## config.mk

```make
export PLATFORM = sky130hd
export DESIGN_NAME = candidate_match_buffer
export DESIGN_NICKNAME = d
export VERILOG_FILES = /design/src/rtl/candidate_match_buffer_pkg.sv /design/src/rtl/cm_dpram.sv /design/src/rtl/candidate_match_buffer.sv
export SDC_FILE = /design/constraint.sdc
export NUM_CORES = 1
export LEC_CHECK = 0
export BUFFER_PORTS_ARGS = -buffer_cell sky130_fd_sc_hd__buf_2
export CAP_MARGIN = 20
export CORE_MARGIN = 2
export CORE_UTILIZATION = 32
export CTS_CLUSTER_SIZE = 24
export DETAILED_ROUTE_END_ITERATION = 16
export GPL_TIMING_DRIVEN = 0
export PLACE_DENSITY = 0.49
export SLEW_MARGIN = 10
export SYNTH_ARGS = -nofsm -noshare
export SYNTH_HDL_FRONTEND = slang
export SYNTH_SLANG_ARGS = --single-unit
```

## constraint.sdc

```tcl
create_clock -name clk -period 5.4 [get_ports clk]
set_clock_uncertainty 0.05 [all_clocks]
set_input_delay 1.08 -clock clk [delete_from_list [all_inputs] [get_ports clk]]
set_output_delay 1.08 -clock clk [all_outputs]
set_load 0.005 [all_outputs]
```

## src/rtl/candidate_match_buffer_pkg.sv

```systemverilog
// Shared constants and types for the candidate match buffer.
// Match word layout: {proj index, stub index}.
package candidate_match_buffer_pkg;

    localparam int MEM_SIZE_DEF = 6;
    localparam int WIDTH_DEF    = 12;

    localparam int PROJ_MSB = 11;
    localparam int PROJ_LSB = 6;
    localparam int STUB_MSB = 5;
    localparam int STUB_LSB = 0;

    localparam int START_BX  = 0;
    localparam int START_RST = 1;

    typedef enum logic {
        PAGE_0 = 1'b0,
        PAGE_1 = 1'b1
    } page_t;

    // The page-select bit sits directly above the entry index.
    function automatic int page_bit(input int mem_size);
        return mem_size;
    endfunction

    localparam int PAGE_BIT = page_bit(MEM_SIZE_DEF);

    function automatic logic [WIDTH_DEF-1:0] make_match(input logic [PROJ_MSB-PROJ_LSB:0] proj,
                                                        input logic [STUB_MSB-STUB_LSB:0] stub);
        logic [WIDTH_DEF-1:0] w;
        w = '0;
        w[PROJ_MSB:PROJ_LSB] = proj;
        w[STUB_MSB:STUB_LSB] = stub;
        return w;
    endfunction

endpackage

```

## src/rtl/cm_dpram.sv

```systemverilog
// Simple dual-port RAM: one write port, one registered read port, single clock.
// Only the read register is reset; the array contents are never cleared.
module cm_dpram #(
    parameter int ADDR_W = 7,
    parameter int DATA_W = 12
) (
    input  logic              clk,
    input  logic              reset,
    input  logic              we,
    input  logic [ADDR_W-1:0] wr_addr,
    input  logic [DATA_W-1:0] wr_data,
    input  logic [ADDR_W-1:0] rd_addr,
    output logic [DATA_W-1:0] rd_data
);

    logic [DATA_W-1:0] mem [2**ADDR_W];

    always_ff @(posedge clk) begin
        if (we) begin
            mem[wr_addr] <= wr_data;
        end
    end

    always_ff @(posedge clk) begin
        if (!reset) begin
            rd_data <= '0;
        end else begin
            rd_data <= mem[rd_addr];
        end
    end

endmodule

```

## src/rtl/candidate_match_buffer.sv

```systemverilog
// Two-page candidate match buffer: the engine fills one BX page while the calculator reads the other.
// Optional feature macro: CM_OVERFLOW_FLAG_EN (overflow flag; tied low when undefined).
module candidate_match_buffer
    import candidate_match_buffer_pkg::*;
#(
    parameter int MEM_SIZE = MEM_SIZE_DEF,
    parameter int WIDTH    = WIDTH_DEF
) (
    input  logic                clk,
    input  logic                reset,
    input  logic                en_proc,
    input  logic [1:0]          start,
    output logic [1:0]          done,
    input  logic                valid_in,
    input  logic [WIDTH-1:0]    data_in,
    input  logic [MEM_SIZE-1:0] read_add,
    output logic [WIDTH-1:0]    data_out,
    output logic [MEM_SIZE-1:0] number_out,
    output logic                overflow
);

    localparam int PSEL = page_bit(MEM_SIZE);
    localparam logic [MEM_SIZE-1:0] PTR_MAX = '1;

    page_t               wr_page;
    logic [MEM_SIZE-1:0] wr_ptr;
    logic [MEM_SIZE-1:0] ptr_next;
    logic                wr_req;
    logic                full;
    logic                accept;
    logic                rst_pipe;
    logic                bx;
    logic [PSEL:0]       wr_addr;
    logic [PSEL:0]       rd_addr;

    assign rst_pipe = start[START_RST];
    assign bx       = start[START_BX];
    assign wr_req   = valid_in & en_proc;
    assign full     = (wr_ptr == PTR_MAX);
    // The last slot is never written, so the count always fits in MEM_SIZE bits.
    assign accept   = wr_req & ~full & ~rst_pipe;
    assign ptr_next = accept ? wr_ptr + MEM_SIZE'(1) : wr_ptr;
    assign wr_addr  = {wr_page, wr_ptr};
    assign rd_addr  = {~wr_page, read_add};

    always_ff @(posedge clk) begin
        if (!reset) begin
            wr_page    <= PAGE_0;
            wr_ptr     <= '0;
            number_out <= '0;
        end else if (rst_pipe) begin
            wr_page    <= PAGE_0;
            wr_ptr     <= '0;
            number_out <= '0;
        end else if (bx) begin
            number_out <= ptr_next;
            wr_page    <= page_t'(~wr_page);
            wr_ptr     <= '0;
        end else begin
            wr_ptr     <= ptr_next;
        end
    end

`ifdef CM_OVERFLOW_FLAG_EN
    logic ovf_acc;
    logic ovf_next;

    assign ovf_next = ovf_acc | (wr_req & full);

    always_ff @(posedge clk) begin
        if (!reset) begin
            ovf_acc  <= 1'b0;
            overflow <= 1'b0;
        end else if (rst_pipe) begin
            ovf_acc  <= 1'b0;
            overflow <= 1'b0;
        end else if (bx) begin
            overflow <= ovf_next;
            ovf_acc  <= 1'b0;
        end else begin
            ovf_acc  <= ovf_next;
        end
    end
`else
    assign overflow = 1'b0;
`endif

    always_ff @(posedge clk) begin
        if (!reset) begin
            done <= '0;
        end else begin
            done <= start;
        end
    end

    cm_dpram #(
        .ADDR_W(PSEL + 1),
        .DATA_W(WIDTH)
    ) u_ram (
        .clk    (clk),
        .reset  (reset),
        .we     (accept),
        .wr_addr(wr_addr),
        .wr_data(data_in),
        .rd_addr(rd_addr),
        .rd_data(data_out)
    );

endmodule

```

==> results by group, run 1 <==
Place
  • DP Cell Count: 5541
  • Port bufs: 41
  • GPL Wtd Cong: 0.894
  • DP Worst Slack: 0.120 ns
  • HPWL after DPL: 125000 µm

Clock network
  • Max clock buf depth: 3
  • H-tree Lvls: 4
  • # hold bufs at CTS: 0
  • Inserted Clock Buffers: 162
  • Clock Sinks: 1563
  • CTS tree: done
  • Post-cts repair resize count: 0
  • Clk Latency, worst-skew pair: 0.81 ns
  • Clock slew at reported path FFs: 0.06 ns
  • Root buffer cell: clkbuf_16
  • Post CTS Setup Buffer Count: 0

Global routing
  • Total GRT Usage: 18.8%
  • Gr ovfl total: 0
  • First-pass GRT wire length: 250000 µm
  • Largest net degree at the start of global routing: 99
  • Vias in the first global route: 30700
  • Initial antenna violation count: 19

Timing
  • FMAX: 222 MHz
  • Final Hold Vio Count: 0
  • Worst setup margin: 0.896 ns
  • RSZ-0062 raised after global routing: false
  • Worst slew margin: 16.6%
  • Post-layout min period: 4.50 ns
  • Tcrit/Tclk final: 83.4%
  • Max-slew violation count: 0
  • Setup violators final: 0
  • Worst slew pin tran: 1.25 ns

Die
  • Core area: 0.186 mm²
  • Die area: 0.191 mm²
  • Cell row count: 158
  • Die X-Extent: 437 µm
  • I/O pin count: 45
  • Die Ht: 437 µm
  • Initial Util: 32.3%

Drt
  • DR iter-0 viols: 3853
  • WL final: 182000 µm
  • ANT nets after route: 0
  • Via density per instance: 5.30
  • Average routed wire per standard cell: 31.1 µm
  • Via count: 31000
  • Drt first pass iters: 5
  • Post-route DRC: 0

Logic synthesis
  • Ranking of synthesized cells by area: edfxtp_1 (77%), mux4_2 (12%), mux2i_1 (2.6%)
  • Ys async rst share: 0%
  • Post-Syn Nets: 2953
  • Cells after synthesis: 2928
  • Yosys cell types: 47
  • Seq/Total Area, Yosys: 77.7%
  • Mapped Area: 0.0600 mm²
  • Syn Area/Cell: 20.5 µm²
  • Synth Flop Type: edfxtp_1
  • Seq cells post-synth: 1563
  • Largest area contributor in the netlist: edfxtp_1
  • Synth top area share: 76.8%
  • EDFF count, synth: 1536
  • Synth warnings: 0

Power and ir drop
  • VDD IR max: 214 µV
  • Pwr Density: 364 mW/mm²
  • Static Leak: 22.0 nW

Worst setup path
  • Required @ worst endpoint: 5.98 ns
  • Crit path cell chain: buf_2 > buf_2 > clkbuf_1 > buf_2 > mux2i_1 > a221oi_1 > o21ai_0 > nand3_1 > o41a_1
  • Worst endpoint data arrival time: 5.08 ns
  • Crit end category: flop
  • Most frequent CP cell: buf_2
  • CP Launch Type: input pin
  • Worst Path Buf+Inv: 4
  • Slowest cell on the critical path: clkbuf_1
  • Worst path max stage delay: 0.81 ns
  • CP max FO: 10
  • Crit-path leading delay family: buffers and inverters
  • CP Class: input pin to flop

Worst hold path
  • Min-Delay Path Class: flop to flop

Finish
  • Post-route non-filler standard cell count: 5849
  • Final #Nets: 3253
  • Synthesis-to-finish area growth: 16.7%
  • Fill cells: 17000
  • Share of layout cells above drive strength 1: 25.2%

Outcome
  • Status: complete, no violations

Job
  • Max-cap violations: 0
==> final cells by class <==
type                            count  area, µm²  share of cell area [%]
Clock buffer                      212       4330                    6.18
Tap cell                         2480       3100                    4.43
Timing Repair Buffer              136       1520                    2.17
Buffer                            169        806                    1.15
Multi-Input combinational cell   1191      12800                    18.2
Inverter                            5       18.8                  0.0268
Clock inverter                     87        870                    1.24
Antenna cell                        6       15.0                  0.0214
Sequential cell                  1563      46700                    66.6
==> cell families (layout without fill, tap and decap cells) <==
logic type | count (synthesis) | in the layout | share of synthesized area [%]
AOI/OAI and AO/OA | 147 | 147 | 1.83
xor gates and xnor gates | 5 | 5 | 0.0729
adders and majority gates | 1 | 1 | 0.0208
buffers and inverters | 174 | 609 | 1.37
DFF | 1563 | 1563 | 77.7
muxes | 473 | 473 | 14.5
other | 1 | 7 | 0.00625
and+or+nand+nor | 564 | 564 | 4.51
==> registers in the layout, indices dropped and copies added (netlist names) <==
| name | count |
|---|---|
| u_ram.rd_data | 12 |
| number_out | 6 |
| wr_ptr | 6 |
| u_ram.mem | 1536 |
| done | 2 |
| wr_page | 1 |
==> power by group <==
| group | internal (mW) | switching, mW | total [mW] |
|---|---|---|---|
| Sequential | 13.3 | 0.00594 | 13.3 |
| Clock | 6.11 | 4.88 | 11.0 |
| Combinational | 0.372 | 0.820 | 1.19 |
==> path summary, 6_finish.rpt <==
kind,startpoint,depth (start not counted),to,slack [ns]
worst min register to register,number_out[4]$_SDFFE_PP0P_,2,number_out[4]$_SDFFE_PP0P_,0.43
worst min-delay path,number_out[4]$_SDFFE_PP0P_,2,number_out[4]$_SDFFE_PP0P_,0.43
worst max-delay path,read_add[1],9,u_ram.rd_data[9]$_SDFF_PN0_,0.90
worst max register to register,wr_page$_SDFFE_PP0P_,9,u_ram.rd_data[1]$_SDFF_PN0_,1.32
==> metal layers <==
layer / track usage (%) / share of wire, %
met2: 29.8 / 47
met5: 0 / 0.021
met4: 5.26 / 2.6
met1: 26.5 / 43
met3: 3.64 / 7.0
==> per-stage QoR <==
step / utilization [%] / hold slack (ns) / instance area (µm²) / power (mW) / setup TNS [ns]
after floorplan: - / 0.428 / 60000 / 14.1 / 0
after global placement: 34.1 / 0.424 / 63400 / 14.8 / -0.126
after detailed placement: 34.9 / 0.428 / 64900 / 14.8 / 0
after CTS: 37.7 / 0.418 / 70100 / 25.7 / 0
after global routing: 37.7 / 0.461 / 70100 / 26.2 / 0
final: 37.7 / 0.434 / 70100 / 25.5 / 0
==> layout by cell type (no fill, tap or decap), types with 8 or more instances in the layout <==
cell          n
mux2i_1     157
buf_4        37
nand3_1     209
nand2_1      80
and2_1       15
o31a_1       11
clkinv_1     29
a21oi_1      20
buf_1        12
nor2_1       72
or4_1         9
dfxtp_1      27
nand4_1      40
buf_16       12
clkbuf_1    121
and3_1       12
nor2_2       84
o22ai_1       8
or3_1        12
clkinv_2     32
clkbuf_8      9
bufinv_16     8
edfxtp_1   1536
buf_2        91
nor2b_1      13
clkbuf_16   162
buf_6        45
a22oi_1      67
a22o_1        8
buf_8        27
a32oi_1       8
mux4_2      316
==> worst register-to-register path: cells and delay by family (launching register included) <==
kind / cells / cell delay (ns)
buffers and inverters: 3 / 1.34
AND/OR/NAND/NOR: 4 / 0.86
flip-flops: 1 / 0.35
AO/OA/AOI/OAI: 2 / 1.31
==> synthesized netlist by cell type, types with 2 or more instances <==
library cell  instances
edfxtp_1           1536
mux4_2              316
nand3_1             209
mux2i_1             157
nor2_1              154
clkbuf_1             81
nand2_1              80
a22oi_1              67
buf_2                61
nand4_1              40
dfxtp_1              27
a21oi_1              20
and2_1               15
nor2b_1              13
and3_1               12
or3_1                12
buf_1                11
o31a_1               11
buf_6                 9
or4_1                 9
a22o_1                8
a32oi_1               8
o22ai_1               8
buf_4                 7
nor3b_1               6
a211oi_1              5
inv_1                 5
a2111oi_0             4
a221oi_1              4
a31oi_1               4
and3b_1               3
nor3_1                3
o2bb2ai_1             3
xnor2_1               3
nand2b_1              2
nand3b_1              2
nor2_2                2
xor2_1                2
No activity file was read; power rests on OpenSTA's default activity.
==> inputs of run 2 (changes only) <==
--- a/config.mk
+++ b/config.mk
@@ -12,7 +12,7 @@
 export CTS_CLUSTER_SIZE = 24
 export DETAILED_ROUTE_END_ITERATION = 16
 export GPL_TIMING_DRIVEN = 0
-export PLACE_DENSITY = 0.49
+export PLACE_DENSITY = 0.51
 export SLEW_MARGIN = 10
 export SYNTH_ARGS = -nofsm -noshare
 export SYNTH_HDL_FRONTEND = slang
==> constraint.sdc (replaced) <==
create_clock -name clk -period 3.8 [get_ports clk]
set_clock_uncertainty 0.05 [all_clocks]
set_input_delay 0.76 -clock clk [delete_from_list [all_inputs] [get_ports clk]]
set_output_delay 0.76 -clock clk [all_outputs]
set_load 0.005 [all_outputs]
==> run 2 against run 1 <==
Compared with the run above: power grew 43%; flip-flop and latch count stayed put; non-clock buffer count increased by 19; cell area up 0.40%; sequential power rose by 43%; critical endpoint is now u_ram.rd_data[6]$_SDFF_PN0_; largest cell class unchanged; highest routed layer unchanged.
==> results by group, run 2 (synthesis gave the netlist of run 1 again) <==
Worst hold path
  • Hold wc startpoint: start[1]
  • Hold path depth: 2
  • Min-Delay Path Class: input pin to flop

Timing
  • Tcrit/Tclk final: 98.7%
  • Worst slew pin tran: 1.05 ns
  • Setup violators final: 0
  • FMAX: 267 MHz
  • Max-slew violation count: 0
  • RSZ-0062 raised after global routing: false
  • Worst slew margin: 29.9%
  • Min Hold Slack: 0.155 ns
  • Post-layout min period: 3.75 ns
  • Final Hold Vio Count: 0

Worst setup path
  • Crit-path leading delay family: buffers and inverters
  • Worst path max stage delay: 0.73 ns
  • Crit path cell chain: buf_2 > buf_2 > clkbuf_1 > mux4_2 > nand3_1 > nand4_1 > or4_1 > o31a_1
  • Worst endpoint data arrival time: 4.34 ns
  • R2r worst-path depth: 9
  • Required @ worst endpoint: 4.39 ns
  • Crit end category: flop
  • Slowest cell on the critical path: or4_1
  • CP max FO: 10
  • Crit. Startpoint: read_add[1]
  • Most frequent CP cell: buf_2
  • FF-to-FF setup slack: 0.11 ns
  • CP Depth: 8
  • CP Class: input pin to flop
  • CP Launch Type: input pin
  • Reg-to-reg startpoint: wr_page$_SDFFE_PP0P_
  • Worst Path Buf+Inv: 3

Die
  • Initial Util: 32.3%
  • Die Ht: 437 µm
  • Die area: 0.191 mm²
  • Core area: 0.186 mm²
  • I/O pin count: 45
  • Die X-Extent: 437 µm
  • Cell row count: 158

Power and ir drop
  • Static Leak: 22.2 nW
  • VDD IR max: 333 µV
  • Pwr Density: 519 mW/mm²

Clock network
  • Inserted Clock Buffers: 161
  • Clock Sinks: 1563
  • Root buffer cell: clkbuf_16
  • H-tree Lvls: 4
  • Clk Latency, worst-skew pair: 0.79 ns
  • Max clock buf depth: 3
  • # hold bufs at CTS: 0
  • Post CTS Setup Buffer Count: 0
  • CTS tree: done
  • Clock slew at reported path FFs: 0.06 ns

Global routing
  • Total GRT Usage: 18.5%
  • Vias in the first global route: 30700
  • First-pass GRT wire length: 246000 µm
  • Largest net degree at the start of global routing: 109
  • Gr ovfl total: 0
  • Initial antenna violation count: 18

Drt
  • Post-route DRC: 0
  • Via count: 31000
  • Via density per instance: 5.29
  • WL final: 179000 µm
  • Drt first pass iters: 5
  • ANT nets after route: 0
  • DR iter-0 viols: 3792
  • Average routed wire per standard cell: 30.5 µm

Finish
  • Leading cell type in the layout, fill and taps excluded: edfxtp_1
  • Final core area utilization: 37.8%
  • Multi-input gate area: 0.0128 mm²
  • Post-route non-filler standard cell count: 5861
  • Register area: 0.0467 mm²
  • Fill cells: 16800
  • Max reg flops: 1536
  • Commonest non-fill, non-tap cells in the layout: edfxtp_1 (1536), mux4_2 (316), nand3_1 (209), clkbuf_16 (165), mux2i_1 (157)
  • Final #Nets: 3271
  • Top flop regs: u_ram.mem (1536), u_ram.rd_data (12)
  • Top reg by flops: u_ram.mem
  • Synthesis-to-finish area growth: 17.2%
  • Share of layout cells above drive strength 1: 25.4%

Place
  • Port bufs: 41
  • HPWL after DPL: 123000 µm
  • DP Cell Count: 5561
  • GPL Wtd Cong: 0.884

Outcome
  • Status: complete, no violations

Job
  • Max-cap violations: 0
-- run 2: cell count changes in the layout (fill, tap and decap cells not counted), sizes merged --
cell / delta
buf: +15
bufinv: +9
clkbuf: -5
clkdlybuf4s15: +1
clkinv: -13
clkinvlp: +2
inv: +3
-- run 2: path summary, 6_finish.rpt --
check / to
worst max register to register: u_ram.rd_data[10]$_SDFF_PN0_
worst min register to register: number_out[4]$_SDFFE_PP0P_
worst max-delay path: u_ram.rd_data[6]$_SDFF_PN0_
worst min-delay path: done[1]$_SDFF_PN0_
-- run 2: layer usage --
layer / vias to the layer above / global-route usage (%) / share of wire (%)
li1: 12800 / - / -
met1: 16600 / 25.7 / 43
met2: 1316 / 28.7 / 46
met3: 256 / 4.28 / 8.0
met4: 10 / 5.63 / 3.0
met5: - / 0 / 0.030
-- run 2: final cells by class --
class	instances	area share, %
inverter	5	0.0267
clock buffer	204	6.13
multi-input combinational	1191	18.1
timing repair buffer	155	2.47
antenna	6	0.0213
tap	2480	4.41
sequential	1563	66.3
clock inverter	88	1.33
buffer	169	1.17
-- run 2: what timing repair did --
action	CTS	global route
setup endpoints to repair	7	2
gates resized for setup	6	11
pin swaps	0	0
-- run 2: metrics by stage --
step                      cell area (µm²)  setup slack (ns)  power, mW  setup TNS [ns]
final                               70400            0.0495       36.5               0
after CTS                           70300            0.0569       36.8               0
after global placement              63400             -1.28       21.0         -434.16
after floorplan                     60000             0.865       20.1               0
after detailed placement            65100             -1.17       21.0          -50.37
after global routing                70400            0.0500       37.5               0
-- run 2: where the power goes --
part | switching (mW) | leakage, nW | internal [mW]
Sequential | 0.0116 | 14.0 | 18.9
Clock | 6.70 | 2.56 | 9.21
Combinational | 1.15 | 5.61 | 0.532
Total | 7.87 | 22.2 | 28.7
